--- src/rtl/bsg_scan_pkg.sv ---
// bsg_scan_pkg
//   Shared types and helpers for the streaming segmented prefix-scan engine.
//   scan_op_e      : reduction operator carried by a segment
//   scan_identity  : identity element of an operator (fill / segment start)
//   scan_op_decode : maps the raw 2-bit op field onto scan_op_e (11 -> OR)
package bsg_scan_pkg;

    typedef enum logic [1:0] {
        e_scan_or  = 2'b00,
        e_scan_and = 2'b01,
        e_scan_xor = 2'b10
    } scan_op_e;

    function automatic logic scan_identity(scan_op_e op);
        return (op == e_scan_and);
    endfunction

    // The reserved encoding folds onto OR so an unexpected op still gives a
    // well-defined, monotone result.
    function automatic scan_op_e scan_op_decode(logic [1:0] raw);
        scan_op_e op;
        case (raw)
            2'b01:   op = e_scan_and;
            2'b10:   op = e_scan_xor;
            default: op = e_scan_or;
        endcase
        return op;
    endfunction

endpackage

--- src/rtl/bsg_scan_seg_core.sv ---
// bsg_scan_seg_core
//   Combinational log-depth (Kogge-Stone style) prefix network for one beat.
//   Parameters:
//     width_p    : bits per beat
//     lo_to_hi_p : 1 = prefix grows from bit 0 upward, 0 = from the MSB down
//   Ports:
//     data_i  : beat to scan
//     op_i    : reduction operator
//     carry_i : running reduction of the earlier beats of the segment
//     data_o  : data_o[j] = carry_i op (all bits from the start edge up to j)
module bsg_scan_seg_core
    import bsg_scan_pkg::*;
#(
    parameter int width_p    = 8,
    parameter bit lo_to_hi_p = 1'b1
) (
    input  logic [width_p-1:0] data_i,
    input  scan_op_e           op_i,
    input  logic               carry_i,
    output logic [width_p-1:0] data_o
);

    localparam int levels_lp = (width_p > 1) ? $clog2(width_p) : 0;

    function automatic logic [width_p-1:0] combine(scan_op_e op,
                                                   logic [width_p-1:0] a,
                                                   logic [width_p-1:0] b);
        logic [width_p-1:0] r;
        case (op)
            e_scan_and: r = a & b;
            e_scan_xor: r = a ^ b;
            default:    r = a | b;
        endcase
        return r;
    endfunction

    function automatic logic [width_p-1:0] reverse(logic [width_p-1:0] v);
        logic [width_p-1:0] r;
        for (int j = 0; j < width_p; j++) begin
            r[j] = v[width_p-1-j];
        end
        return r;
    endfunction

    always_comb begin
        logic [width_p-1:0] row;
        logic [width_p-1:0] shifted;
        logic [width_p-1:0] fill_mask;
        logic [width_p-1:0] ones;

        ones      = '1;
        shifted   = '0;
        fill_mask = '0;

        // The network is built once for the upward direction; the downward
        // variant mirrors the bits on the way in and out.
        row = lo_to_hi_p ? data_i : reverse(data_i);

        // Each level combines with the partial result 2^k positions below.
        // Positions that fall off the low edge see the operator identity, so
        // the carry is never folded in more than once (matters for XOR).
        for (int k = 0; k < levels_lp; k++) begin
            fill_mask = ~(ones << (1 << k));
            shifted   = (row << (1 << k)) |
                        (scan_identity(op_i) ? fill_mask : '0);
            row       = combine(op_i, row, shifted);
        end

        // Segment carry enters every position in a single final combine.
        row    = combine(op_i, row, {width_p{carry_i}});
        data_o = lo_to_hi_p ? row : reverse(row);
    end

endmodule

--- src/rtl/bsg_scan_stream.sv ---
// bsg_scan_stream
//   Streaming segmented prefix scan (OR / AND / XOR) over width_p-bit beats.
//   The running reduction is carried across the beats of a segment; a
//   segment ends with last_i. One registered output stage, full throughput.
//   Parameters:
//     width_p     : bits per beat (>= 1)
//     lo_to_hi_p  : scan direction, 1 = from bit 0 upward
//     max_beats_p : beats per segment before overflow_o is flagged
//   Ports:
//     clk_i, reset_i    : clock, synchronous active-high reset
//     v_i / ready_o     : input beat handshake
//     data_i, op_i      : beat and operator (op_i used on a segment's first beat)
//     last_i            : beat closes its segment
//     v_o / yumi_i      : output handshake (yumi_i only while v_o)
//     data_o            : scanned beat
//     last_o            : last_i of the output beat
//     beat_idx_o        : 0-based position of the beat in its segment
//     carry_o           : segment reduction up to and including this beat
//     overflow_o        : sticky, a segment ran past max_beats_p beats
module bsg_scan_stream
    import bsg_scan_pkg::*;
#(
    parameter int  width_p     = 8,
    parameter bit  lo_to_hi_p  = 1'b1,
    parameter int  max_beats_p = 16,
    localparam int idx_w_lp    = (max_beats_p > 1) ? $clog2(max_beats_p) : 1
) (
    input  logic                clk_i,
    input  logic                reset_i,

    input  logic                v_i,
    output logic                ready_o,
    input  logic [width_p-1:0]  data_i,
    input  logic [1:0]          op_i,
    input  logic                last_i,

    output logic                v_o,
    input  logic                yumi_i,
    output logic [width_p-1:0]  data_o,
    output logic                last_o,
    output logic [idx_w_lp-1:0] beat_idx_o,
    output logic                carry_o,
    output logic                overflow_o
);

    localparam logic [idx_w_lp-1:0] cnt_max_lp = idx_w_lp'(max_beats_p - 1);

    // Segment state
    logic                in_seg_r;
    scan_op_e            op_r;
    logic                carry_r;
    logic [idx_w_lp-1:0] cnt_r;
    logic                overflow_r;

    // Output register
    logic                vld_p1;
    logic [width_p-1:0]  data_p1;
    logic                last_p1;
    logic [idx_w_lp-1:0] idx_p1;
    logic                carry_p1;

    logic                accept;
    scan_op_e            op_eff;
    logic                carry_in;
    logic [width_p-1:0]  scan_data;
    logic                scan_top;

    // ---- stage p0: accept and scan the incoming beat ----
    // The output register can take a new beat when empty or when its current
    // beat is being consumed this same cycle.
    assign ready_o = ~vld_p1 | yumi_i;
    assign accept  = v_i & ready_o;

    assign op_eff   = in_seg_r ? op_r : scan_op_decode(op_i);
    assign carry_in = in_seg_r ? carry_r : scan_identity(op_eff);

    bsg_scan_seg_core #(
        .width_p    (width_p),
        .lo_to_hi_p (lo_to_hi_p)
    ) core (
        .data_i  (data_i),
        .op_i    (op_eff),
        .carry_i (carry_in),
        .data_o  (scan_data)
    );

    // The bit where the prefix ends holds the reduction of the whole beat.
    assign scan_top = lo_to_hi_p ? scan_data[width_p-1] : scan_data[0];

    always_ff @(posedge clk_i) begin
        if (reset_i) begin
            in_seg_r   <= 1'b0;
            op_r       <= e_scan_or;
            carry_r    <= 1'b0;
            cnt_r      <= '0;
            overflow_r <= 1'b0;
        end else if (accept) begin
            op_r <= op_eff;
            if (last_i) begin
                in_seg_r <= 1'b0;
                carry_r  <= 1'b0;
                cnt_r    <= '0;
            end else begin
                in_seg_r <= 1'b1;
                carry_r  <= scan_top;
                // Past the limit the index sticks at its maximum while the
                // scan itself keeps running.
                if (cnt_r == cnt_max_lp) begin
                    overflow_r <= 1'b1;
                end else begin
                    cnt_r <= cnt_r + idx_w_lp'(1);
                end
            end
        end
    end

    // ---- stage p1: registered output, held while stalled ----
    always_ff @(posedge clk_i) begin
        if (reset_i) begin
            vld_p1   <= 1'b0;
            data_p1  <= '0;
            last_p1  <= 1'b0;
            idx_p1   <= '0;
            carry_p1 <= 1'b0;
        end else if (accept) begin
            vld_p1   <= 1'b1;
            data_p1  <= scan_data;
            last_p1  <= last_i;
            idx_p1   <= cnt_r;
            carry_p1 <= scan_top;
        end else if (yumi_i) begin
            vld_p1 <= 1'b0;
        end
    end

    assign v_o        = vld_p1;
    assign data_o     = data_p1;
    assign last_o     = last_p1;
    assign beat_idx_o = idx_p1;
    assign carry_o    = carry_p1;
    assign overflow_o = overflow_r;

endmodule

--- config.mk ---
export PLATFORM = sky130hd
export DESIGN_NAME = bsg_scan_stream
export DESIGN_NICKNAME = d
export VERILOG_FILES = /design/src/rtl/bsg_scan_pkg.sv /design/src/rtl/bsg_scan_seg_core.sv /design/src/rtl/bsg_scan_stream.sv
export SDC_FILE = /design/constraint.sdc
export NUM_CORES = 1
export LEC_CHECK = 0
export BUFFER_PORTS_ARGS = -buffer_cell sky130_fd_sc_hd__buf_2
export CAP_MARGIN = 20
export CORE_MARGIN = 2
export CORE_UTILIZATION = 40
export DETAILED_ROUTE_END_ITERATION = 8
export PLACE_DENSITY = 0.69
export REMOVE_ABC_BUFFERS = 1
export SYNTH_ARGS = -nofsm -noshare
export SYNTH_HDL_FRONTEND = slang
export SYNTH_SLANG_ARGS = --single-unit
--- constraint.sdc ---
create_clock -name clk_i -period 4.8 [get_ports clk_i]
set_input_delay 0.96 -clock clk_i [delete_from_list [all_inputs] [get_ports clk_i]]
set_output_delay 0.96 -clock clk_i [all_outputs]
set_load 0.005 [all_outputs]
# --- Yosys cells after proc, flatten, opt, wreduce, memory -nomap -nowiden ---
# Index checks and enable logic that the tools add are counted.
classes:
  mul: 0
  bitwise: 19
  shift: 0
  n_div: 0
  n_mux: 16
  eq_ne: 6
  add_sub_neg: 1
  order_cmp: 0
  reduce_logical: 3
ops:
  columns: ["operator", "n"]
  rows:
  - ["$pmux 8 s2", 4]
  - ["$or 8x8->8", 7]
  - ["$and 8x8->8", 4]
  - ["$xor 8x8->8", 4]
  - ["$mux 4", 3]
  - ["$mux 1", 6]
  - ["$add 4x1->4 const B", 1]
  - ["$eq 2x1->1 const B", 2]
  - ["$eq 2x2->1 const B", 2]
  - ["$eq 4x4->1 const B", 1]
  - ["$mux 2", 2]
  - ["$pmux 2 s2", 1]
  - ["$reduce_and 3->1", 1]
  - ["$ne 2x2->1 const B", 1]
  - ["$not 1->1", 2]
  - ["$reduce_and 2->1", 1]
  - ["$reduce_bool 2->1", 1]
  - ["$and 1x1->1", 1]
  - ["$or 1x1->1", 1]
totals:
  out_inout_bits: 17
  n_memories: 0
  mem_bits_ro: 0
  latch_bits: 0
  register_bits: 24
  inputBits: 15
  word_cells: 55
  ram_bits: 0

# --- Depth between registers and ports, before layout ---
# Gate-level depths: netlist of run 1.
depth:
  ltp_word: 17
  ltp_mapped: 23
  mapped_depth_nobuf: 22

# --- Modules after synthesis ---
# From an unflattened synthesis of run 1, not the netlist that was laid out.
hier_totals:
  cells_unflattened: 305
  area_unflattened_um2: 2544.9
by_module_without_submodules:
  columns: ["module", "cells_each", "seq_area_each_um2", "instances", "area_each_um2"]
  rows:
  - ["bsg_scan_seg_core", 191, 0.0, 1, 1505.2]
  - ["bsg_scan_stream", 114, 460.4, 1, 1039.7]

# --- Worst setup path after synthesis of run 1 ---
# Ideal clock, no wire load.
synth_timing:
  path_kind: "input to register"
  start: "input port op_i[1]"
  end: "register data_p1[6] (netlist: data_o[6])"
  required_time_ps: 4668
  n_path_buf: 1
  path_stages: 22
  setup_time_ps: 132
  path_slack_ps: 292
  arrival_time_ps: 4375
  path_cell_list: "nor3b_1 -> a21oi_1 -> ha_1 -> buf_6 -> inv_2 -> ha_1 -> a21oi_1 -> mux2i_1 -> inv_1 -> ha_1 -> nand3b_1 -> o21ai_1 -> or2_1 -> inv_1 -> ha_1 -> a21oi_1 -> a22o_1 -> ha_1 -> a221oi_1 -> a21oi_1 -> nand2_1 -> a21oi_1"
synth_via:
  elab_chain_cells: 16
  elab_cells_between_ends: 27
  classes_between: "eq/ne (4); mux (8); bitwise (15)"
synth_lines:
  columns: ["item", "line_no", "source"]
  rows:
  - ["start, declared", "bsg_scan_stream.sv:34", "input logic [1:0] op_i,"]
  - ["$eq 2x2->1 / $eq 2x1->1 (equally long branches)", "bsg_scan_pkg.sv:22", "case (raw)"]
  - ["$pmux 2 s2 *", "bsg_scan_pkg.sv:22", null]
  - ["$mux 2 *", "bsg_scan_stream.sv:74", "assign op_eff = in_seg_r ? op_r : scan_op_decode(op_i);"]
  - ["$eq 2x1->1", "bsg_scan_pkg.sv:15, bsg_scan_seg_core.sv:29", null]
  - ["$mux 1", "bsg_scan_seg_core.sv:65", "(scan_identity(op_i) ? fill_mask : '0);"]
  - ["$or 8x8->8", "bsg_scan_seg_core.sv:64", "shifted = (row << (1 << k)) |"]
  - ["$or 8x8->8 (tied with other cells)", "bsg_scan_seg_core.sv:32", "default: r = a | b;"]
  - ["$pmux 8 s2", "bsg_scan_seg_core.sv:29", "case (op)"]
  - ["$or 8x8->8", "bsg_scan_seg_core.sv:64", null]
  - ["$or 8x8->8 (tied with other cells)", "bsg_scan_seg_core.sv:32", null]
  - ["$pmux 8 s2", "bsg_scan_seg_core.sv:29", null]
  - ["$or 8x8->8", "bsg_scan_seg_core.sv:64", null]
  - ["$or 8x8->8 (tied with other cells)", "bsg_scan_seg_core.sv:32", null]
  - ["$pmux 8 s2", "bsg_scan_seg_core.sv:29", null]
  - ["$or 8x8->8 (tied with other cells)", "bsg_scan_seg_core.sv:32", null]
  - ["$pmux 8 s2 *", "bsg_scan_seg_core.sv:29", null]
  - ["end signal, assigned", "bsg_scan_stream.sv:127", "data_p1 <= scan_data;"]
  - ["end, declared", "bsg_scan_stream.sv:57", "logic [width_p-1:0] data_p1;"]
# Mark *: on every way between the ends. The rest lies on a longest branch, timed or not.
# A chain may end at the register's enable or synchronous reset.

# --- Final worst setup path of run 1 ---
layout_timing:
  start: "input port op_i[1]"
  end: "register data_p1[7] (netlist: data_o[7])"
layout_via:
  elab_chain_cells: 13
  elab_cells_between_ends: 22
  classes_between: "eq/ne (4); mux (7); bitwise (11)"
layout_lines:
  columns: ["item", "line_no", "source"]
  rows:
  - ["$eq 2x2->1 / $eq 2x1->1 (equally long branches)", "bsg_scan_pkg.sv:22", null]
  - ["$pmux 2 s2 *", "bsg_scan_pkg.sv:22", null]
  - ["$mux 2 *", "bsg_scan_stream.sv:74", null]
  - ["via core.op_i[1]", "bsg_scan_seg_core.sv:18", "input scan_op_e op_i,"]
  - ["$eq 2x2->1 / $eq 2x1->1 (equally long branches)", "bsg_scan_seg_core.sv:29, bsg_scan_pkg.sv:15", null]
  - ["$pmux 8 s2", "bsg_scan_seg_core.sv:29", null]
  - ["$or 8x8->8", "bsg_scan_seg_core.sv:64", null]
  - ["$or 8x8->8 (tied with other cells)", "bsg_scan_seg_core.sv:32", null]
  - ["$pmux 8 s2", "bsg_scan_seg_core.sv:29", null]
  - ["$or 8x8->8", "bsg_scan_seg_core.sv:64", null]
  - ["$or 8x8->8 (tied with other cells)", "bsg_scan_seg_core.sv:32", null]
  - ["$pmux 8 s2", "bsg_scan_seg_core.sv:29", null]
  - ["$or 8x8->8 (tied with other cells)", "bsg_scan_seg_core.sv:32", null]
  - ["$pmux 8 s2 *", "bsg_scan_seg_core.sv:29", null]
# Mark *: on every way through the listed nets, which the timed path passes. The rest lies on a longest branch.

==> results of run 1 <==
-- logic make-up after synthesis --
| family | after synthesis |
|---|---|
| AO/OA/AOI/OAI | 102 |
| AND/OR/NAND/NOR | 68 |
| adder cells (fa/ha/maj) | 53 |
| buffers and inverters | 47 |
| flip-flops | 23 |
| multiplexers | 3 |
-- per-layer routing --
metal | vias up | global-route usage | routed length [um]
met5 | - | 0 | 0
met4 | 0 | 0.0367 | 54
met3 | 7 | 0.00989 | 165
met2 | 43 | 0.273 | 2240
met1 | 955 | 0.206 | 2410
li1 | 1125 | - | -
-- state kept, by name, summed over array words and instances (netlist names) --
name and count:
data_o 8, last_o 1, carry_r 1, in_seg_r 1, overflow_o 1, op_r 2, beat_idx_o 4, v_o 1
cnt_r 4
-- Yosys cell counts, types with 8 or more instances --
cell | instances | area share
nand2_1 | 37 | 0.058
ha_1 | 53 | 0.28
a221oi_1 | 10 | 0.036
a21oi_1 | 43 | 0.089
inv_1 | 24 | 0.037
nor2_1 | 14 | 0.022
buf_2 | 8 | 0.017
a211oi_1 | 9 | 0.028
dfxtp_1 | 23 | 0.19
-- stage by stage --
step                      setup WS (ns)  total power [uW]  hold slack, ns   util  TNS [ns]
final                             0.348               676           0.454  0.454         0
after CTS                         0.370               683           0.458  0.454         0
after detailed placement         0.0996               566           0.447  0.447         0
after global placement            0.191               553           0.438  0.447         0
after global routing             0.0323               750           0.478  0.454         0
after floorplan                  -0.378               470           0.447      -     -2.92
-- worst max-delay path by stage --
stage | from | end | slack [ns] | depth (start not counted)
after floorplan | op_i[1] | data_o[0] | -0.38 | 20
after global placement | op_i[1] | data_o[3] | 0.19 | 20
after global routing | op_i[1] | data_o[3] | 0.03 | 20
final | op_i[1] | data_o[7] | 0.35 | 20
after CTS | op_i[1] | data_o[5] | 0.37 | 21
after detailed placement | op_i[1] | data_o[5] | 0.1 | 21
-- layout make-up --
type	instances	area, sq um	area share
inverter	28	105	0.0393
sequential	23	460	0.172
timing repair buffer	43	245	0.0917
clock buffer	4	45.0	0.0168
tap	75	93.8	0.0351
multi-input combinational	226	1720	0.645
-- worst register-to-register path, stage by stage (launching register included) --
cell	delay, ns
dfxtp_1	0.43
nor2_1	0.07
a22oi_1	0.29
ha_2	0.44
buf_4	0.22
a21oi_1	0.28
inv_1	0.09
ha_1	0.29
a32o_1	0.26
o21ai_1	0.15
ha_1	0.24
nand3_1	0.08
o21ai_0	0.11
a31o_1	0.21
ha_1	0.18
a221oi_1	0.27
a21oi_1	0.07
o21bai_1	0.17
nor2_1	0.08
-- layout by cell type, fill, tap and decap left out, types with 2 or more instances in the layout --
cell / count
a211oi_1: 9
a21o_1: 3
a21oi_1: 43
a221o_1: 3
a221oi_1: 10
a221oi_2: 2
a22o_1: 2
a22oi_1: 3
a31o_1: 2
a31oi_1: 4
and2_1: 3
buf_2: 31
buf_4: 12
clkbuf_8: 3
dfxtp_1: 23
ha_1: 52
inv_1: 24
inv_2: 4
mux2i_1: 2
nand2_1: 37
nand3_1: 3
nand3b_1: 2
nor2_1: 14
o211ai_1: 2
o21a_1: 2
o21ai_0: 3
o21ai_1: 3
o31ai_2: 2
-- power breakdown --
| group | total (uW) | switching, uW | internal [uW] | leakage, uW |
|---|---|---|---|---|
| combinational | 348 | 199 | 149 | 0.00109 |
| clock | 116 | 56.9 | 59.1 | 0.0000228 |
| sequential | 212 | 7.79 | 204 | 0.000188 |
==> results.py, run 1 <==
metrics = {
    "timing": {
        "post-route-period-util": 0.928,
        "fmax_mhz": 225,
        "skew_ns": 0.00189,
        "setup_viol": 0,
        "period_minus_slack_ns": 4.45,
        "max_slew_margin": 0.538,
        "rsz0062_at_grt": "false",
        "max_slew.worst_pin.slew_ns": 0.694,
        "hold_viol": 0,
        "maxSlewViolCount": 0,
    },
    "place": {
        "io_buffers": 31,
        "gp_congestion": 0.817,
        "dpl.cell_count": 395,
        "postPlaceCellArea_sq_um": 2630,
        "dpl.hpwl_um": 3770,
    },
    "floorplanning": {
        "die_area_sq_um": 6660,
        "rows": 28,
        "die_y_um": 81.6,
        "coreArea_sq_um": 5890,
        "initial_core_util": 0.409,
        "die_w_um": 81.6,
        "pin_count": 32,
    },
    "setup_path": {
        "crit_slowest_cell": "ha_2",
        "cp.buffers_inverters": 4,
        "regToRegStartpoint": "in_seg_r",
        "worstReg2RegEnd": "data_o[7]",
        "path_max_fanout": 13,
        "critPathKind": "input pin to register",
        "arrival_ns": 4.60,
        "endpoint_kind": "register",
        "r2r_slack_ns": 0.76,
        "crit_family": "compound AO/OA/AOI/OAI gates",
        "slowest_delay_ns": 0.38,
        "ff2ff_path_depth": 18,
        "cp_cell_sequence": "buf_2 -> nor3b_1 -> a21oi_1 -> inv_1 -> ha_2 -> buf_4 -> a21oi_1 -> inv_1 -> ha_1 -> a32o_1 -> o21ai_1 -> ha_1 -> nand3_1 -> o21ai_0 -> a31o_1 -> ha_1 -> a221oi_1 -> a21oi_1 -> o21bai_1 -> nor2_1",
        "crit_path_start_kind": "input pin",
        "required_ns": 4.95,
    },
    "clocking": {
        "clock_sinks": 23,
        "cts_made_buffers": 3,
        "clk_latency_ns": 0.26,
        "cts_resized": 0,
        "cts-root-buf": "clkbuf_8",
        "h-tree-depth": 1,
        "cts_tree": "built",
        "clock_tree.buffer_depth": 2,
        "postCtsSetupBuffers": 0,
        "clk_pin_slew_ns": 0.07,
        "ctsHoldBuffers": 0,
    },
    "flow_run": {
        "cap_violations": 0,
    },
    "min_path": {
        "hp-start": "beat_idx_o[0]",
        "min_path_type": "register to register",
        "hold_end": "beat_idx_o[0]",
        "hold_depth": 2,
    },
    "power": {
        "leakagePower_uw": 0.00130,
        "power_density_nw_per_um2": 253,
        "ir_worst_vdd_mv": 0.148,
    },
    "synthesis": {
        "ys_seq_elements": 23,
        "synthArstFlopShare": 0,
        "synth-edff-count": 0,
        "muxShareOfSynthArea": 0.0130,
        "yosysUniqueCellTypes": 48,
        "yosys.area_share.xor_xnor": 0,
        "synth-simple-area-share": 0.128,
        "synthFlopType": "dfxtp_1",
        "synthesis.area_sq_um": 2410,
        "synth_compound_area_frac": 0.298,
        "avgSynthCellArea_sq_um": 8.14,
        "synth_fa_ha_area_frac": 0.275,
        "synth_top_family_by_area": "compound AO/OA/AOI/OAI gates",
        "ys_warn_count": 0,
        "synthCells": 296,
        "synth-seq-area-share": 0.191,
    },
    "global_routing": {
        "grt_pass1_vias": 1908,
        "grt_max_degree": 32,
        "antenna_found_initial": 0,
        "grt_overflow": 0,
        "grt_pass1_wl_um": 8490,
        "track_usage": 0.155,
    },
    "run_status": {
        "status": "completed",
    },
    "finish": {
        "diodes": 0,
        "final_nets": 393,
        "instances_no_fill": 399,
        "syn2layout_area_growth_pct": 11.0,
        "drive_above_1_share": 0.188,
        "postLayoutCellArea_sq_um": 2670,
        "fillers": 607,
    },
    "detailed_routing": {
        "drc_errors": 0,
        "first_pass_iters": 5,
        "num_vias": 2130,
        "wirelength_um": 4870,
        "via_per_inst": 5.34,
        "postRouteAntennaNets": 0,
        "wl_per_cell_um": 12.2,
        "drtIter0Drc": 65,
    },
}
No activity file was read; power rests on OpenSTA's default activity.
==> run 2: changes to the inputs <==
--- a/config.mk
+++ b/config.mk
@@ -7,10 +7,11 @@
 export LEC_CHECK = 0
 export BUFFER_PORTS_ARGS = -buffer_cell sky130_fd_sc_hd__buf_2
 export CAP_MARGIN = 20
+export CORE_ASPECT_RATIO = 0.5
 export CORE_MARGIN = 2
 export CORE_UTILIZATION = 40
 export DETAILED_ROUTE_END_ITERATION = 8
-export PLACE_DENSITY = 0.69
+export GPL_ROUTABILITY_DRIVEN = 1
 export REMOVE_ABC_BUFFERS = 1
 export SYNTH_ARGS = -nofsm -noshare
 export SYNTH_HDL_FRONTEND = slang
==> run 2 against run 1 <==
  * Core utilization is 2.5 points higher
  * Cell count is 1.0% lower
  * Clock-buffer cell count stayed put
  * Clock power is 51% higher
  * Sequential share of layout area is 0.18 points lower
  * Non-clock buffer count is 2 lower
  * Hold slack hardly changed
  * Die area is 0.58% higher
  * Critical path type unchanged
  * Combinational power is 1% higher
  * Sequential power hardly changed
  * Global-route usage is 1.1 points higher
  * Design area is 1.1% higher
==> results.py, run 2 (synthesis gave the netlist of run 1 again) <==
metrics = {
    "power": {
        "pwr-share-seq": 0.286,
        "power_density_nw_per_um2": 274,
        "power_uw": 741,
        "p_sw_frac": 0.371,
        "intPower_uw": 466,
        "clock_power_share": 0.236,
        "leakagePower_uw": 0.00131,
        "combinationalPowerShare": 0.477,
        "ir_worst_vdd_mv": 0.117,
        "p_switching_uw": 274,
    },
    "floorplanning": {
        "coreArea_sq_um": 5630,
        "die_area_sq_um": 6700,
        "die_w_um": 114,
        "die_y_um": 58.9,
        "pin_count": 32,
        "rows": 19,
        "initial_core_util": 0.428,
    },
    "detailed_routing": {
        "first_pass_iters": 4,
        "wl_per_cell_um": 13.5,
        "drc_errors": 0,
        "num_vias": 2168,
        "via_per_inst": 5.49,
        "wirelength_um": 5340,
        "drtIter0Drc": 139,
        "postRouteAntennaNets": 0,
    },
    "setup_path": {
        "cp.buffers_inverters": 3,
        "crit_slowest_cell": "ha_2",
        "path_max_fanout": 10,
        "crit_family": "compound AO/OA/AOI/OAI gates",
        "arrival_ns": 4.55,
        "endpoint_kind": "register",
        "crit_path_frequent_cell": "ha_1",
        "cp_cell_sequence": "buf_2 -> nor3b_1 -> a21oi_2 -> inv_1 -> ha_2 -> a221oi_2 -> a21oi_1 -> inv_1 -> ha_1 -> a32o_1 -> o21ai_1 -> ha_1 -> nand3_1 -> o21ai_0 -> a31oi_1 -> ha_1 -> a221oi_1 -> a21oi_1 -> o21bai_1 -> nor2_1",
        "slowest_delay_ns": 0.48,
        "r2r_slack_ns": 0.75,
        "required_ns": 4.94,
        "crit_path_start_kind": "input pin",
        "critPathKind": "input pin to register",
    },
    "clocking": {
        "ctsHoldBuffers": 0,
        "clk_latency_ns": 0.25,
        "cts_made_buffers": 3,
        "clock_tree.buffer_depth": 2,
        "clock_sinks": 23,
        "postCtsSetupBuffers": 0,
        "h-tree-depth": 1,
        "clk_pin_slew_ns": 0.06,
        "cts_tree": "built",
        "cts-root-buf": "clkbuf_16",
        "cts_resized": 0,
    },
    "finish": {
        "drive_above_1_share": 0.193,
        "diodes": 0,
        "largest_reg_flops": 8,
        "postLayoutCellArea_sq_um": 2700,
        "final_cell_mix": "52 x ha_1, 41 x a21oi_1, 37 x nand2_1",
        "syn2layout_area_growth_pct": 12.1,
        "final_nets": 391,
        "final_common_cell": "ha_1",
    },
    "global_routing": {
        "grt_overflow": 0,
        "track_usage": 0.165,
        "antenna_found_initial": 0,
        "grt_pass1_wl_um": 9210,
        "grt_max_degree": 28,
        "grt_pass1_vias": 2078,
    },
    "timing": {
        "max_slew.worst_pin.slew_ns": 0.683,
        "hold_viol": 0,
        "rsz0062_at_grt": "false",
        "fmax_mhz": 227,
        "period_minus_slack_ns": 4.41,
        "layout_setup_ws_ns": 0.388,
        "maxSlewViolCount": 0,
        "skew_ns": 0.00114,
        "max_slew_margin": 0.545,
        "setup_viol": 0,
        "post-route-period-util": 0.919,
    },
    "place": {
        "postPlaceCellArea_sq_um": 2610,
        "dp_slack_ns": -0.0767,
        "dpl.hpwl_um": 4090,
        "io_buffers": 31,
        "gp_congestion": 0.786,
    },
    "flow_run": {
        "cap_violations": 0,
    },
    "min_path": {
        "min_path_type": "register to register",
    },
    "run_status": {
        "status": "completed",
    },
}
run 2: cell types whose count changed in the layout (fill, tap and decap cells not counted):
cell       previous run  this run
a21oi_1              43        41
a21oi_2               1         3
a22oi_1               3         2
a22oi_2               0         1
buf_4                12        10
clkbuf_16             0         3
clkbuf_8              3         0
run 2: path summary, 6_finish.rpt:
kind,start,to,depth (start not counted)
max,op_i[1],data_o[7],20
min,beat_idx_o[2],beat_idx_o[2],2
max reg2reg,in_seg_r,data_o[7],20
min reg2reg,beat_idx_o[2],beat_idx_o[2],2
run 2: area by class of cell:
| cell class | instances | area, sq um |
|---|---|---|
| fill | 576 | 2930 |
| multi-input combinational | 226 | 1740 |
| sequential | 23 | 460 |
| timing repair buffer | 41 | 230 |
| inverter | 28 | 105 |
| tap | 73 | 91.3 |
| clock buffer | 4 | 78.8 |
run 2: metrics by stage:
stage               setup TNS, ns  cells   util  hold WS (ns)
global placement                0    391  0.463         0.442
finish                          0    395  0.480         0.455
CTS                             0    395  0.477         0.457
detailed placement         -0.147    391  0.463         0.448
floorplan                   -2.92    277      -         0.447
global route                    0    395  0.480         0.473
run 2: tightest hold or removal path: cells and delay by family (launching register included):
kind | cells | cell delay [ns]
AO/OA/AOI/OAI | 1 | 0.05
flip-flops | 1 | 0.30
AND/OR/NAND/NOR | 1 | 0.05
run 2: routing by layer:
| metal | vias to the layer above | part of all wire | global-route usage |
|---|---|---|---|
| met5 | - | 0 | 0 |
| met4 | 0 | 0 | 0.0401 |
| met3 | 0 | 0.028 | 0.0124 |
| met2 | 32 | 0.47 | 0.304 |
| met1 | 1015 | 0.50 | 0.216 |
| li1 | 1121 | - | - |
run 2: power groups by stage:
stage          combinational, uW  clock [uW]  sequential (uW)
2_1_floorplan                254           0              216
3_3_place_gp                 337           0              216
3_5_place_dp                 352           0              216
4_1_cts                      354         180              212
5_1_grt                      411         189              214
6_report                     353         175              212
